--- src/rtl/parking_pkg.sv ---
// Shared constants, exit record type and HH:MM formatting for the parking slot timer.
`timescale 1ns/1ps
package parking_pkg;
  localparam int unsigned MIN_PER_HOUR     = 60;
  localparam int          DEF_MAX_MINUTES  = 5999;
  localparam int          DEF_OVERSTAY_MIN = 240;

  // Record fields are sized for the largest supported lot (16 slots, 16-bit minutes).
  localparam int REC_SLOT_W = 4;
  localparam int REC_MIN_W  = 16;

  typedef struct packed {
    logic [REC_SLOT_W-1:0] slot;
    logic [REC_MIN_W-1:0]  minutes;
  } exit_rec_t;

  // {hours, minutes} in binary, one byte each.
  function automatic logic [15:0] fmt_hhmm(input int unsigned m);
    return {8'(m / MIN_PER_HOUR), 8'(m % MIN_PER_HOUR)};
  endfunction
endpackage

--- src/rtl/parking_slot_counter.sv ---
// Per-bay state: occupancy, pending exit record and a saturating minute count.
`timescale 1ns/1ps
module parking_slot_counter
  import parking_pkg::*;
#(
  parameter int MAX_MINUTES = DEF_MAX_MINUTES,
  parameter int MIN_W       = $clog2(MAX_MINUTES + 1)
) (
  input  logic             clk,
  input  logic             reset_n,
  input  logic             i_entry,
  input  logic             i_exit,
  input  logic             i_min_tick,
  input  logic             i_release,
  output logic             o_occupied,
  output logic             o_pending,
  output logic [MIN_W-1:0] o_minutes
);
  localparam logic [MIN_W-1:0] MAX_VAL = MIN_W'(MAX_MINUTES);

  logic             r_occ;
  logic             r_pend;
  logic [MIN_W-1:0] r_min;

  // Exit wins on an occupied bay; entry only on a bay that is free and has no record waiting.
  always_ff @(posedge clk or negedge reset_n) begin
    if (!reset_n) begin
      r_occ  <= 1'b0;
      r_pend <= 1'b0;
      r_min  <= '0;
    end else if (r_occ) begin
      if (i_exit) begin
        r_occ  <= 1'b0;
        r_pend <= 1'b1;
      end else if (i_min_tick && (r_min != MAX_VAL)) begin
        r_min <= r_min + MIN_W'(1);
      end
    end else if (r_pend) begin
      if (i_release) begin
        r_pend <= 1'b0;
        r_min  <= '0;
      end
    end else if (i_entry) begin
      r_occ <= 1'b1;
      r_min <= '0;
    end
  end

  assign o_occupied = r_occ;
  assign o_pending  = r_pend;
  assign o_minutes  = r_min;
endmodule

--- src/rtl/parking_slot_timer.sv ---
// Parking duration timer: minute prescaler, per-slot counters, exit record arbiter and display rotator.
`timescale 1ns/1ps
module parking_slot_timer
  import parking_pkg::*;
#(
  parameter  int NUM_SLOTS     = 4,
  parameter  int TICKS_PER_MIN = 60_000_000,
  parameter  int DWELL_TICKS   = 15_000_000,
  parameter  int MAX_MINUTES   = DEF_MAX_MINUTES,
  parameter  int OVERSTAY_MIN  = DEF_OVERSTAY_MIN,
  localparam int SLOT_W        = $clog2(NUM_SLOTS),
  localparam int MIN_W         = $clog2(MAX_MINUTES + 1)
) (
  input  logic                 clk,
  input  logic                 reset_n,
  input  logic [NUM_SLOTS-1:0] car_entry,
  input  logic [NUM_SLOTS-1:0] car_exit,
  input  logic                 exit_ready,
  output logic                 exit_valid,
  output logic [SLOT_W-1:0]    exit_slot,
  output logic [MIN_W-1:0]     exit_minutes,
  output logic [NUM_SLOTS-1:0] occupied,
  output logic [NUM_SLOTS-1:0] overstay,
  output logic                 display_valid,
  output logic [SLOT_W-1:0]    display_slot,
  output logic [15:0]          display_time
);
  localparam int PRE_W = (TICKS_PER_MIN > 1) ? $clog2(TICKS_PER_MIN) : 1;
  localparam int DWL_W = (DWELL_TICKS > 1) ? $clog2(DWELL_TICKS) : 1;
  localparam logic [PRE_W-1:0] PRE_LAST = PRE_W'(TICKS_PER_MIN - 1);
  localparam logic [DWL_W-1:0] DWL_LAST = DWL_W'(DWELL_TICKS - 1);

  logic [PRE_W-1:0]     r_presc;
  logic                 w_min_tick;
  logic [NUM_SLOTS-1:0] w_occ, w_pend, w_release, w_avail, w_over;
  logic [MIN_W-1:0]     w_min [NUM_SLOTS];
  exit_rec_t            w_pick;
  logic                 w_pick_vld;
  logic                 r_exit_valid;
  logic [SLOT_W-1:0]    r_exit_slot;
  logic [MIN_W-1:0]     r_exit_min;
  logic [NUM_SLOTS-1:0] r_overstay;
  logic [SLOT_W-1:0]    r_disp_slot, w_disp_slot_nxt;
  logic [DWL_W-1:0]     r_dwell, w_dwell_nxt;
  logic                 r_disp_valid;
  logic [15:0]          r_disp_time;

  // First occupied slot after cur, wrapping around; cur itself is the last candidate.
  function automatic logic [SLOT_W-1:0] next_occupied(input logic [SLOT_W-1:0] cur,
                                                      input logic [NUM_SLOTS-1:0] occ);
    logic [SLOT_W-1:0] pick;
    logic              found;
    int                idx;
    pick  = cur;
    found = 1'b0;
    for (int k = 1; k <= NUM_SLOTS; k++) begin
      idx = (int'(cur) + k) % NUM_SLOTS;
      if (!found && occ[idx]) begin
        pick  = SLOT_W'(idx);
        found = 1'b1;
      end
    end
    return pick;
  endfunction

  assign w_min_tick = (r_presc == PRE_LAST);

  // Free-running minute prescaler.
  always_ff @(posedge clk or negedge reset_n) begin
    if (!reset_n) r_presc <= '0;
    else          r_presc <= w_min_tick ? '0 : r_presc + PRE_W'(1);
  end

  for (genvar g = 0; g < NUM_SLOTS; g++) begin : g_slot
    parking_slot_counter #(
      .MAX_MINUTES (MAX_MINUTES),
      .MIN_W       (MIN_W)
    ) u_slot (
      .clk        (clk),
      .reset_n    (reset_n),
      .i_entry    (car_entry[g]),
      .i_exit     (car_exit[g]),
      .i_min_tick (w_min_tick),
      .i_release  (w_release[g]),
      .o_occupied (w_occ[g]),
      .o_pending  (w_pend[g]),
      .o_minutes  (w_min[g])
    );
  end

  // Lowest-index pending slot, excluding the one whose record is being accepted this cycle.
  always_comb begin
    w_release = '0;
    if (r_exit_valid && exit_ready) w_release[r_exit_slot] = 1'b1;
    w_avail    = w_pend & ~w_release;
    w_pick     = '0;
    w_pick_vld = 1'b0;
    for (int i = NUM_SLOTS - 1; i >= 0; i--) begin
      if (w_avail[i]) begin
        w_pick_vld     = 1'b1;
        w_pick.slot    = REC_SLOT_W'(i);
        w_pick.minutes = REC_MIN_W'(w_min[i]);
      end
    end
  end

  // Record register: held while stalled, reloaded when empty or on a handshake.
  always_ff @(posedge clk or negedge reset_n) begin
    if (!reset_n) begin
      r_exit_valid <= 1'b0;
      r_exit_slot  <= '0;
      r_exit_min   <= '0;
    end else if (!r_exit_valid || exit_ready) begin
      r_exit_valid <= w_pick_vld;
      r_exit_slot  <= w_pick.slot[SLOT_W-1:0];
      r_exit_min   <= w_pick.minutes[MIN_W-1:0];
    end
  end

  // Overstay threshold compare per slot.
  always_comb begin
    w_over = '0;
    for (int i = 0; i < NUM_SLOTS; i++) w_over[i] = w_occ[i] && (int'(w_min[i]) >= OVERSTAY_MIN);
  end

  // Registered overstay flags.
  always_ff @(posedge clk or negedge reset_n) begin
    if (!reset_n) r_overstay <= '0;
    else          r_overstay <= w_over;
  end

  // Display rotation: advance on dwell expiry or immediately when the shown slot is vacated.
  always_comb begin
    w_disp_slot_nxt = r_disp_slot;
    w_dwell_nxt     = r_dwell;
    if (!(|w_occ)) begin
      w_dwell_nxt = '0;
    end else if (!w_occ[r_disp_slot] || (r_dwell == DWL_LAST)) begin
      w_disp_slot_nxt = next_occupied(r_disp_slot, w_occ);
      w_dwell_nxt     = '0;
    end else begin
      w_dwell_nxt = r_dwell + DWL_W'(1);
    end
  end

  // Display registers; time is formatted from the slot about to be shown so slot and time agree.
  always_ff @(posedge clk or negedge reset_n) begin
    if (!reset_n) begin
      r_disp_slot  <= '0;
      r_dwell      <= '0;
      r_disp_valid <= 1'b0;
      r_disp_time  <= '0;
    end else begin
      r_disp_slot  <= w_disp_slot_nxt;
      r_dwell      <= w_dwell_nxt;
      r_disp_valid <= |w_occ;
      r_disp_time  <= (|w_occ) ? fmt_hhmm(32'(w_min[w_disp_slot_nxt])) : 16'h0000;
    end
  end

  assign exit_valid    = r_exit_valid;
  assign exit_slot     = r_exit_slot;
  assign exit_minutes  = r_exit_min;
  assign occupied      = w_occ;
  assign overstay      = r_overstay;
  assign display_valid = r_disp_valid;
  assign display_slot  = r_disp_slot;
  assign display_time  = r_disp_time;
endmodule

--- config.mk ---
export PLATFORM = sky130hd
export DESIGN_NAME = parking_slot_timer
export DESIGN_NICKNAME = d
export VERILOG_FILES = /design/src/rtl/parking_pkg.sv /design/src/rtl/parking_slot_counter.sv /design/src/rtl/parking_slot_timer.sv
export SDC_FILE = /design/constraint.sdc
export NUM_CORES = 1
export LEC_CHECK = 0
export CORE_MARGIN = 2
export CORE_UTILIZATION = 25
export DETAILED_ROUTE_END_ITERATION = 7
export DONT_BUFFER_PORTS = 1
export SLEW_MARGIN = 40
export SYNTH_ARGS = -nofsm -noshare
export SYNTH_HDL_FRONTEND = slang
export SYNTH_SLANG_ARGS = --single-unit
export TNS_END_PERCENT = 50
--- constraint.sdc ---
create_clock -name clk -period 8.47 [get_ports clk]
set_clock_uncertainty 0.2 [all_clocks]
set_input_delay 0.847 -clock clk [delete_from_list [all_inputs] [get_ports clk]]
set_output_delay 0.847 -clock clk [all_outputs]
set_load 0.03 [all_outputs]
After elaboration in Yosys (flattened, before gate mapping)
Index checks and enable logic that the tools add are counted.
{ "classes": {"bitwise": 7, "n_reduce_logical": 33, "n_div": 2, "addsub": 10, "n_mux": 103, "eq_ne": 22, "order_cmp": 12} }
{ "op_table": {"columns": ["cell", "n"], "rows": [
  ["$mux 13", 26],
  ["$mux 18", 4],
  ["$mux 1", 55],
  ["$add 13x1->13 const B", 4],
  ["$ge 13x8->1 const B", 4],
  ["$ne 13x13->1 const B", 4],
  ["$mux 24", 2],
  ["$div 13x6->32 const B", 1],
  ["$mod 13x6->32 const B", 1],
  ["$add 26x1->26 const B", 1],
  ["$bmux 13 s2", 1],
  ["$eq 26x26->1 const B", 1],
  ["$mux 26", 1],
  ["$add 24x1->24 const B", 1],
  ["$eq 24x24->1 const B", 1],
  ["$ne 2x2->1 const B", 12],
  ["$lt 3x4->1 const B", 4],
  ["$mux 16", 1],
  ["$reduce_and 4->1", 4],
  ["$logic_and 1x1->1", 13],
  ["$mux 2", 6],
  ["$ne 3x2->1 const B", 4],
  ["$reduce_bool 3->1", 4],
  ["$bmux 1 s2", 5],
  ["other kinds (15)", 29]
]} }
{ "word_totals": {"ff_bits": 149, "wordCells": 210, "output_inout_bits": 43, "input_bits": 11} }

Logic depth before layout (Yosys ltp)
Gate-level depths: netlist of run 1.
{ "logic_depth": {"word_depth": 30, "ltp_mapped": 25, "mapped_depth_nobuf": 22} }

Cells and area by module
From an unflattened synthesis of run 1, not the netlist that was laid out.
{ "unflattened": {"cells_unflattened": 1137, "area_unflattened_um2": 9974.6} }
{ "by_module_without_submodules": {"columns": ["module", "area_each_um2", "instances", "cells_each", "seq_area_each_um2"], "rows": [
  ["parking_slot_timer", 6436.2, 1, 789, 2227.1],
  ["parking_slot_counter", 884.6, 4, 87, 375.4]
]} }

Worst setup path after synthesis of run 1
OpenSTA, ideal clock, no wires.
{ "synth_path": {"kind": "flip-flop to flip-flop", "startpoint": "reg r_disp_slot[0] (netlist: display_slot[0])", "endpoint": "reg r_disp_time[4] (netlist: display_time[4])", "path_slack_ns": 2.427, "required_time_ns": 8.202, "setup_time_ns": 0.068, "arrival_ns": 5.775, "synth_period_minus_slack_ns": 6.043, "path_stages_with_launch": 24, "cell_sequence": "dfrtp_1 mux4_2 o21a_1 o211ai_2 buf_6 nand2_1 a22o_2 inv_2 buf_2 ha_1 nand2b_1 nor4_1 a211oi_2 o211a_1 o22ai_1 o22ai_2 a21o_1 and2_1 clkbuf_1 or3_1 a221oi_2 mux2_2 a2111o_1 nand3_1"} }
{ "synth_between": {"elab_chain_cells": 28, "word_cells_on_any_way": 47, "cone_classes": "add/sub (4); div (1); mux (33); bitwise (1); reduce/logical (8)"} }
{ "synth_lines": {"columns": ["element", "line", "text"], "rows": [
  ["start: declaration", "parking_slot_timer.sv:43", "logic [SLOT_W-1:0] r_disp_slot, w_disp_slot_nxt;"],
  ["start signal: assignment", "parking_slot_timer.sv:154", "r_disp_slot <= w_disp_slot_nxt;"],
  ["$add 2x1->2", "parking_slot_timer.sv:57", "idx = (int'(cur) + k) % NUM_SLOTS;"],
  ["$bmux 1 s2", "parking_slot_timer.sv:58", "if (!found && occ[idx]) begin"],
  ["$mux 1 (implied by the code) (2 in a row)", "parking_slot_timer.sv:58", null],
  ["$mux 1", "parking_slot_timer.sv:58", null],
  ["$mux 1", "parking_slot_timer.sv:138", "end else if (!w_occ[r_disp_slot] || (r_dwell == DWL_LAST)) begin"],
  ["$mux 1", "parking_slot_timer.sv:136", "if (!(|w_occ)) begin"],
  ["$logic_not 1->1", "parking_slot_timer.sv:58", null],
  ["$logic_and 1x1->1", "parking_slot_timer.sv:58", null],
  ["[10 not listed]", null, null],
  ["$mux 2", "parking_slot_timer.sv:58", null],
  ["$mux 2", "parking_slot_timer.sv:138", null],
  ["$mux 2 (*)", "parking_slot_timer.sv:136", null],
  ["$not 2->3 (implied by the code) (*)", "parking_slot_timer.sv:157", "r_disp_time <= (|w_occ) ? fmt_hhmm(32'(w_min[w_disp_slot_nxt])) : 16'h0000;"],
  ["$bmux 13 s2 (*)", "parking_slot_timer.sv:157", null],
  ["$mux 13 (implied by the code) (*) (2 in a row)", "parking_slot_timer.sv:157", null],
  ["$mod 13x6->32 (*)", "parking_pkg.sv:19", "return {8'(m / MIN_PER_HOUR), 8'(m % MIN_PER_HOUR)};"],
  ["$mux 16 (*)", "parking_slot_timer.sv:157", null],
  ["end signal: assignment", "parking_slot_timer.sv:157", null],
  ["end: declaration", "parking_slot_timer.sv:46", "logic [15:0] r_disp_time;"]
]} }
Every way passes the cells marked *; elsewhere a longest branch is shown, timed or not. The select of a mux whose other input is x is not followed.
A chain may end at the register's enable or synchronous reset.

Worst setup path after layout of run 1
Ends and elaborated chain as after synthesis.

==> flow_summary.json, run 1 <==
{
  "final_max_slew_viols": 0,
  "postLayoutCoreUtil_pct": 28.2,
  "outcome": "finished clean",
  "port_buffers": 0,
  "num-nets-final": 1049,
  "grt_setup_unrepaired": "false",
  "antenna_violations_before_repair": 1,
  "setup.worst_path.start_class": "register",
  "final_layout_setup_total_negative_slack_ns": 0,
  "worst_r2r_path_depth": 21,
  "worst_r2r_startpoint": "display_slot[0]",
  "max_cap_viol_count": 0,
  "timing_worst_setup_path_type": "reg -> reg",
  "ys_seq_elements": 149,
  "synth_top_flop_cell": "sky130_fd_sc_hd__dfrtp_1",
  "post-layout-total-power_mw": 3.27,
  "pwr_density_cell_nw_per_um2": 318,
  "grt_max_degree": 150,
  "drt_wl_total_um": 25200,
  "r2r_slack_ns": 1.24,
  "post_cts.repair.setup_buffers": 0,
  "cts-buffers-inserted": 17,
  "synth_area_um2": 9200,
  "setup_viol_count_final": 0,
  "critical_path.cell_chain": "mux4_2, o21a_1, o211ai_4, buf_4, nand2_1, a22o_2, inv_2, ha_1, nand2b_1, nor4_1, a211oi_2, o211a_1, o22ai_1, o22ai_2, a21o_1, and2_1, or3_1, a221oi_2, mux2_2, a2111o_1, nand3_1",
  "synth_top_cell_area_share_pct": 40.5,
  "cts_max_level": 4,
  "postSynthNetCount": 1068,
  "global_route_wire_length_before_repair_um": 40600,
  "yosys.cell_types.count": 91,
  "mostFrequentLayoutCells": "sky130_fd_sc_hd__dfrtp_1, sky130_fd_sc_hd__nor2_1, sky130_fd_sc_hd__nand2_1",
  "viasPerCell": 5.15,
  "detailedPlacementHpwl_um": 18200,
  "clock_sink_count": 149,
  "layout.filler_cells": 3829,
  "tightest_slew_ns": 0.827,
  "synth.avg_cell_area_um2": 8.80,
  "cts_buffer_depth": 2,
  "placeableCoreArea_um2": 36400,
  "clk_root_buffer_cell": "sky130_fd_sc_hd__clkbuf_16",
  "p_leak_nw": 4.13,
  "worst_setup_path_end_kind": "register",
  "gp_congestion": 0.875,
  "clk-insertion-delay-late_ns": 0.44,
  "die_w_um": 196,
  "timing.critical_path.slowest_cell_delay_ns": 0.85,
  "die_area_um2": 38400,
  "post-route-min-period_ns": 7.23,
  "cp_data_required_time_ns": 8.63,
  "post_route_cells_drive_above_1_share_pct": 9.52,
  "wl_per_cell_um": 16.7,
  "die_y_um": 196,
  "number_of_instances_in_the_synthesized_netlist": 1046,
  "grt_remaining_overflow": 0,
  "critPathSlowestCell": "sky130_fd_sc_hd__dfrtp_1",
  "areaGrowthSynthToFinish_pct": 11.7,
  "yosys_warnings": 0,
  "dr_total_vias": 7767,
  "floorplan.rows": 70,
  "ctsHoldBuffers": 1,
  "slew_headroom_pct": 44.9,
  "ys_seq_area_share_pct": 40.5,
  "number_of_global_route_vias_before_repair": 7202,
  "fmax_mhz": 138,
  "critical_path_arrival_ns": 7.40,
  "initial_core_util_pct": 25.3,
  "antenna_violating_nets_post_route": 0,
  "finalCritPeriodShare_pct": 85.4,
  "synthTopCellsByArea": "sky130_fd_sc_hd__dfrtp_1, sky130_fd_sc_hd__nor2_1, sky130_fd_sc_hd__nand2_1",
  "hold_viol_final": 0,
  "hp-class": "in -> async",
  "top_level_ports": 54,
  "most_frequent_standard_cell_in_the_layout_excluding_fill_and_tap_cells": "sky130_fd_sc_hd__dfrtp_1",
  "drc": 0,
  "antennaDiodeCount": 0,
  "asyncSetResetFlopFracSynth_pct": 100,
  "worstPathBufferInverterCount": 2,
  "drt_pass1_iterations": 6,
  "number_of_drc_markers_after_the_initial_detailed_route_iteration": 639,
  "global_route.usage.total_pct": 13.3,
  "worst_path_dominant_cell_family": "compound AO/OA/AOI/OAI gates",
  "vdd.ir_drop.worst_uv": 177,
  "critical_path_peak_fanout": 24,
  "post-synth-top-area-cell": "sky130_fd_sc_hd__dfrtp_1",
  "synth-edff-count": 0,
  "clk_transition_reported_paths_ns": 0.07,
  "cts_tree": "done",
  "r2r-end": "display_time[4]",
  "ctsResizeCount": 0
}
## stage by stage
step	std cells	worst slack (ns)	hold slack, ns	instance area [um2]
after floorplan	1046	2.43	0.248	9200
after CTS	1507	1.37	0.259	10200
after global routing	1508	0.799	0.115	10300
final	1508	1.24	0.0960	10300
after global placement	1474	1.46	0.276	9630
after detailed placement	1474	1.41	0.276	9640
## final cells by class
type,count,area [um2],area share (%)
multi-input combinational,818,5150,50.2
sequential,149,3730,36.3
tap,468,586,5.70
clock buffer,17,425,4.14
clock inverter,15,146,1.42
timing repair buffer,11,123,1.19
inverter,30,113,1.10
## how the worst max path moves through the flow
stage                     slack (ns)         endpoint  depth (start not counted)            start
after detailed placement        1.41  display_time[4]                         21  display_slot[0]
after floorplan                 2.43  display_time[4]                         23  display_slot[0]
after global routing            0.80  display_time[4]                         21  display_slot[0]
final                           1.24  display_time[4]                         21  display_slot[0]
after global placement          1.46  display_time[4]                         21  display_slot[0]
after CTS                       1.37  display_time[4]                         21  display_slot[0]
## routing by layer
metal,vias up,routed length (um),track usage [%]
li1,3710,-,-
met1,3790,12200,19.6
met2,251,10700,19.2
met3,16,2030,3.71
met4,0,304,3.09
met5,-,0,0
## logic make-up after synthesis
| group | count (synthesis) | share of synthesized area, % |
|---|---|---|
| buffers and inverters | 79 | 3.86 |
| AO/OA/AOI/OAI | 221 | 16.6 |
| XOR/XNOR | 75 | 7.22 |
| flip-flops | 149 | 40.5 |
| multiplexers | 44 | 5.49 |
| AND/OR/NAND/NOR | 466 | 24.7 |
| adder cells (fa/ha/maj) | 12 | 1.60 |
## worst register-to-register path: cells and delay by family, from the launching register on
family / cells / cell delay, ns
AOI/OAI and AO/OA: 10 / 2.71
adders and majority gates: 1 / 0.32
buffers and inverters: 2 / 0.61
DFF: 1 / 0.85
muxes: 2 / 1.08
and+or+nand+nor: 6 / 1.39
## flip-flops by register name, indices dropped and copies added (netlist names)
name / count
g_slot.u_slot.o_minutes: 52
r_presc: 26
r_dwell: 24
display_time: 16
exit_minutes: 13
g_slot.u_slot.o_occupied: 4
g_slot.u_slot.o_pending: 4
overstay: 4
display_slot: 2
exit_slot: 2
display_valid: 1
exit_valid: 1
## cell usage after synthesis (3+ instances only)
master,n
sky130_fd_sc_hd__o211ai_2,3
sky130_fd_sc_hd__nand3_1,57
sky130_fd_sc_hd__nand4_1,20
sky130_fd_sc_hd__buf_2,8
sky130_fd_sc_hd__buf_4,4
sky130_fd_sc_hd__or3_1,18
sky130_fd_sc_hd__or2_2,3
sky130_fd_sc_hd__nor2_1,131
sky130_fd_sc_hd__nor3_1,35
sky130_fd_sc_hd__o31a_1,3
sky130_fd_sc_hd__nor4_1,10
sky130_fd_sc_hd__inv_2,4
sky130_fd_sc_hd__mux2_2,5
sky130_fd_sc_hd__a31oi_1,9
sky130_fd_sc_hd__nand2b_1,10
sky130_fd_sc_hd__o211ai_1,4
sky130_fd_sc_hd__xnor2_1,34
sky130_fd_sc_hd__a221o_1,3
sky130_fd_sc_hd__buf_6,3
sky130_fd_sc_hd__or4_4,3
sky130_fd_sc_hd__nand2_1,114
sky130_fd_sc_hd__or4_1,4
sky130_fd_sc_hd__o21a_1,6
sky130_fd_sc_hd__a21oi_1,49
sky130_fd_sc_hd__and3_1,16
sky130_fd_sc_hd__mux4_2,3
sky130_fd_sc_hd__a211oi_1,8
sky130_fd_sc_hd__a21oi_2,3
sky130_fd_sc_hd__o22a_1,4
sky130_fd_sc_hd__mux2i_1,33
sky130_fd_sc_hd__a21o_1,4
sky130_fd_sc_hd__and2_1,13
sky130_fd_sc_hd__a221oi_1,15
sky130_fd_sc_hd__inv_1,26
sky130_fd_sc_hd__and4_1,7
sky130_fd_sc_hd__ha_1,11
sky130_fd_sc_hd__o21ai_0,60
sky130_fd_sc_hd__clkbuf_1,32
sky130_fd_sc_hd__dfrtp_1,149
sky130_fd_sc_hd__xor2_1,40
sky130_fd_sc_hd__o31ai_1,9
sky130_fd_sc_hd__nor2b_1,10
## where the power goes
| group | leakage, nW | switching, mW | internal, mW |
|---|---|---|---|
| Clock | 0.285 | 0.335 | 0.412 |
| Sequential | 2.02 | 0.264 | 0.793 |
| Combinational | 1.83 | 0.949 | 0.515 |
| Total | 4.13 | 1.55 | 1.72 |
(Power assumes the default switching activity.)
==> inputs of run 2 (changes only) <==
- clock period: 8.47 -> 8.6 ns (I/O delays scaled with it)
==> flow_summary.json, run 2 (synthesis gave the netlist of run 1 again) <==
{
  "setup.worst_path.start_class": "register",
  "area_of_combinational_cells_with_multiple_inputs_um2": 5150,
  "post_cts.repair.setup_buffers": 0,
  "grt.busiest_layer": "met2",
  "layoutNonFillerInstCount": 1508,
  "fin_ws_ns": 1.02,
  "groute.layer.met2.usage_pct": 19.7,
  "gp_congestion": 0.904,
  "setup_viol_count_final": 0,
  "cell_internal_pwr_mw": 1.68,
  "floorplan.rows": 70,
  "hold_viol_final": 0,
  "cp_data_required_time_ns": 8.77,
  "cts_max_level": 4,
  "vdd.ir_drop.worst_uv": 168,
  "top_level_ports": 54,
  "clk-insertion-delay-late_ns": 0.45,
  "die_w_um": 196,
  "global_route_wire_length_before_repair_um": 41200,
  "cts_tree": "done",
  "viasPerCell": 5.15,
  "r2r_slack_ns": 1.02,
  "placeableCoreArea_um2": 36400,
  "drt_pass1_iterations": 5,
  "r2r-end": "display_time[4]",
  "hp-class": "in -> async",
  "timing.critical_path.slowest_cell_delay_ns": 0.86,
  "combPwrFrac_pct": 44.5,
  "place_ws_ns": 1.21,
  "ctsResizeCount": 0,
  "initial_core_util_pct": 25.3,
  "antennaDiodeCount": 0,
  "detailedPlacementHpwl_um": 18400,
  "clk_transition_reported_paths_ns": 0.08,
  "worst_r2r_startpoint": "display_slot[0]",
  "critPathSlowestCell": "sky130_fd_sc_hd__dfrtp_1",
  "seq_power_share_pct": 32.4,
  "die_area_um2": 38400,
  "worstPathBufferInverterCount": 2,
  "worst_r2r_path_depth": 21,
  "antenna_violations_before_repair": 0,
  "max_cap_viol_count": 0,
  "timing_worst_setup_path_type": "reg -> reg",
  "number_of_drc_markers_after_the_initial_detailed_route_iteration": 758,
  "antenna_violating_nets_post_route": 0,
  "grt_remaining_overflow": 0,
  "dr_total_vias": 7770,
  "grt_setup_unrepaired": "false",
  "finalInstanceArea_um2": 10300,
  "drc": 0,
  "drt_wl_total_um": 25500,
  "post-place-cells": 1474,
  "die_y_um": 196,
  "slew_headroom_pct": 45.3,
  "power_switching_mw": 1.55,
  "met1_routing_resource_usage_after_global_routing_pct": 19.2,
  "areaGrowthSynthToFinish_pct": 11.9,
  "fmax_mhz": 132,
  "placedInstanceArea_um2": 9640,
  "sw_frac_of_total_pct": 48.0,
  "critical_path.cell_chain": "mux4_2, o21a_1, o211ai_4, buf_4, mux2i_1, a22o_2, inv_2, ha_1, nand2b_1, nor4_1, a211oi_2, o211a_1, o22ai_1, o22ai_2, a21o_1, and2_1, or3_1, a221oi_2, mux2_2, a2111o_1, nand3_1",
  "clk_root_buffer_cell": "sky130_fd_sc_hd__clkbuf_16",
  "cts_buffer_depth": 2,
  "power_frac_clock_pct": 23.1,
  "cts-buffers-inserted": 17,
  "layout.filler_cells": 3830,
  "global_route.usage.total_pct": 13.6,
  "most_frequent_standard_cell_in_the_layout_excluding_fill_and_tap_cells": "sky130_fd_sc_hd__dfrtp_1",
  "number_of_global_route_vias_before_repair": 7372,
  "clock_sink_count": 149,
  "post_route_cells_drive_above_1_share_pct": 9.52,
  "pwr_density_cell_nw_per_um2": 313,
  "grtUsageMet3_pct": 4.21,
  "num-nets-final": 1049,
  "critical_path_arrival_ns": 7.75,
  "worst_path_dominant_cell_family": "compound AO/OA/AOI/OAI gates",
  "worst_setup_path_end_kind": "register",
  "post-route-min-period_ns": 7.58,
  "final-seq-area_um2": 3730,
  "grt_max_degree": 150,
  "port_buffers": 0,
  "final_layout_setup_total_negative_slack_ns": 0,
  "largest_register_ff_count": 52,
  "finalCritPeriodShare_pct": 88.2,
  "outcome": "finished clean",
  "p_leak_nw": 4.13,
  "startpoint": "display_slot[0]",
  "critical_path_peak_fanout": 16,
  "wl_per_cell_um": 16.9,
  "final_max_slew_viols": 0,
  "ctsHoldBuffers": 1,
  "mostFrequentLayoutCells": "sky130_fd_sc_hd__dfrtp_1, sky130_fd_sc_hd__nor2_1, sky130_fd_sc_hd__nand2_1",
  "tightest_slew_ns": 0.821
}
## run 2: cell types whose count changed in the layout (fill, tap and decap cells not counted)
cell and change:
sky130_fd_sc_hd__inv_6 +1, sky130_fd_sc_hd__clkinvlp_4 +1, sky130_fd_sc_hd__clkinv_2 -4, sky130_fd_sc_hd__clkinv_8 +3, sky130_fd_sc_hd__bufinv_16 -1
## run 2: power by group through the flow
stage | Combinational [mW] | Sequential [mW] | Clock (mW)
after floorplan | 1.20 | 0.945 | 0
after global placement | 1.38 | 1.06 | 0
after detailed placement | 1.40 | 1.06 | 0
after CTS | 1.42 | 1.04 | 0.769
after global routing | 1.57 | 1.06 | 0.798
final | 1.43 | 1.04 | 0.744
## run 2: area by class of cell
class                      instances  share of cell area (%)
sequential                       149                    36.2
clock buffer                      17                    4.13
tap                              468                    5.69
multi-input combinational        818                    50.1
inverter                          30                    1.09
clock inverter                    15                    1.57
timing repair buffer              11                    1.19
## run 2: metrics by stage
stage          hold slack (ns)  power [mW]  util (%)
2_1_floorplan            0.248        2.15         -
3_3_place_gp             0.271        2.44      26.4
4_1_cts                  0.255        3.23      28.1
6_report                0.0838        3.22      28.3
5_1_grt                 0.0952        3.43      28.3
3_5_place_dp             0.280        2.45      26.4
## run 2: metal layers
metal	wire [um]	vias to the layer above
met3	2300	24
met4	409	0
li1	-	3715
met5	0	-
met2	10800	282
met1	12000	3749
## run 2: worst max path at each step
stage | endpoint | slack [ns] | cells after the start
finish | display_time[4] | 1.02 | 21
global route | display_time[5] | 0.58 | 21
CTS | display_time[5] | 1.16 | 21
detailed placement | display_time[5] | 1.21 | 21
global placement | display_time[4] | 1.33 | 21
floorplan | display_time[4] | 2.56 | 23
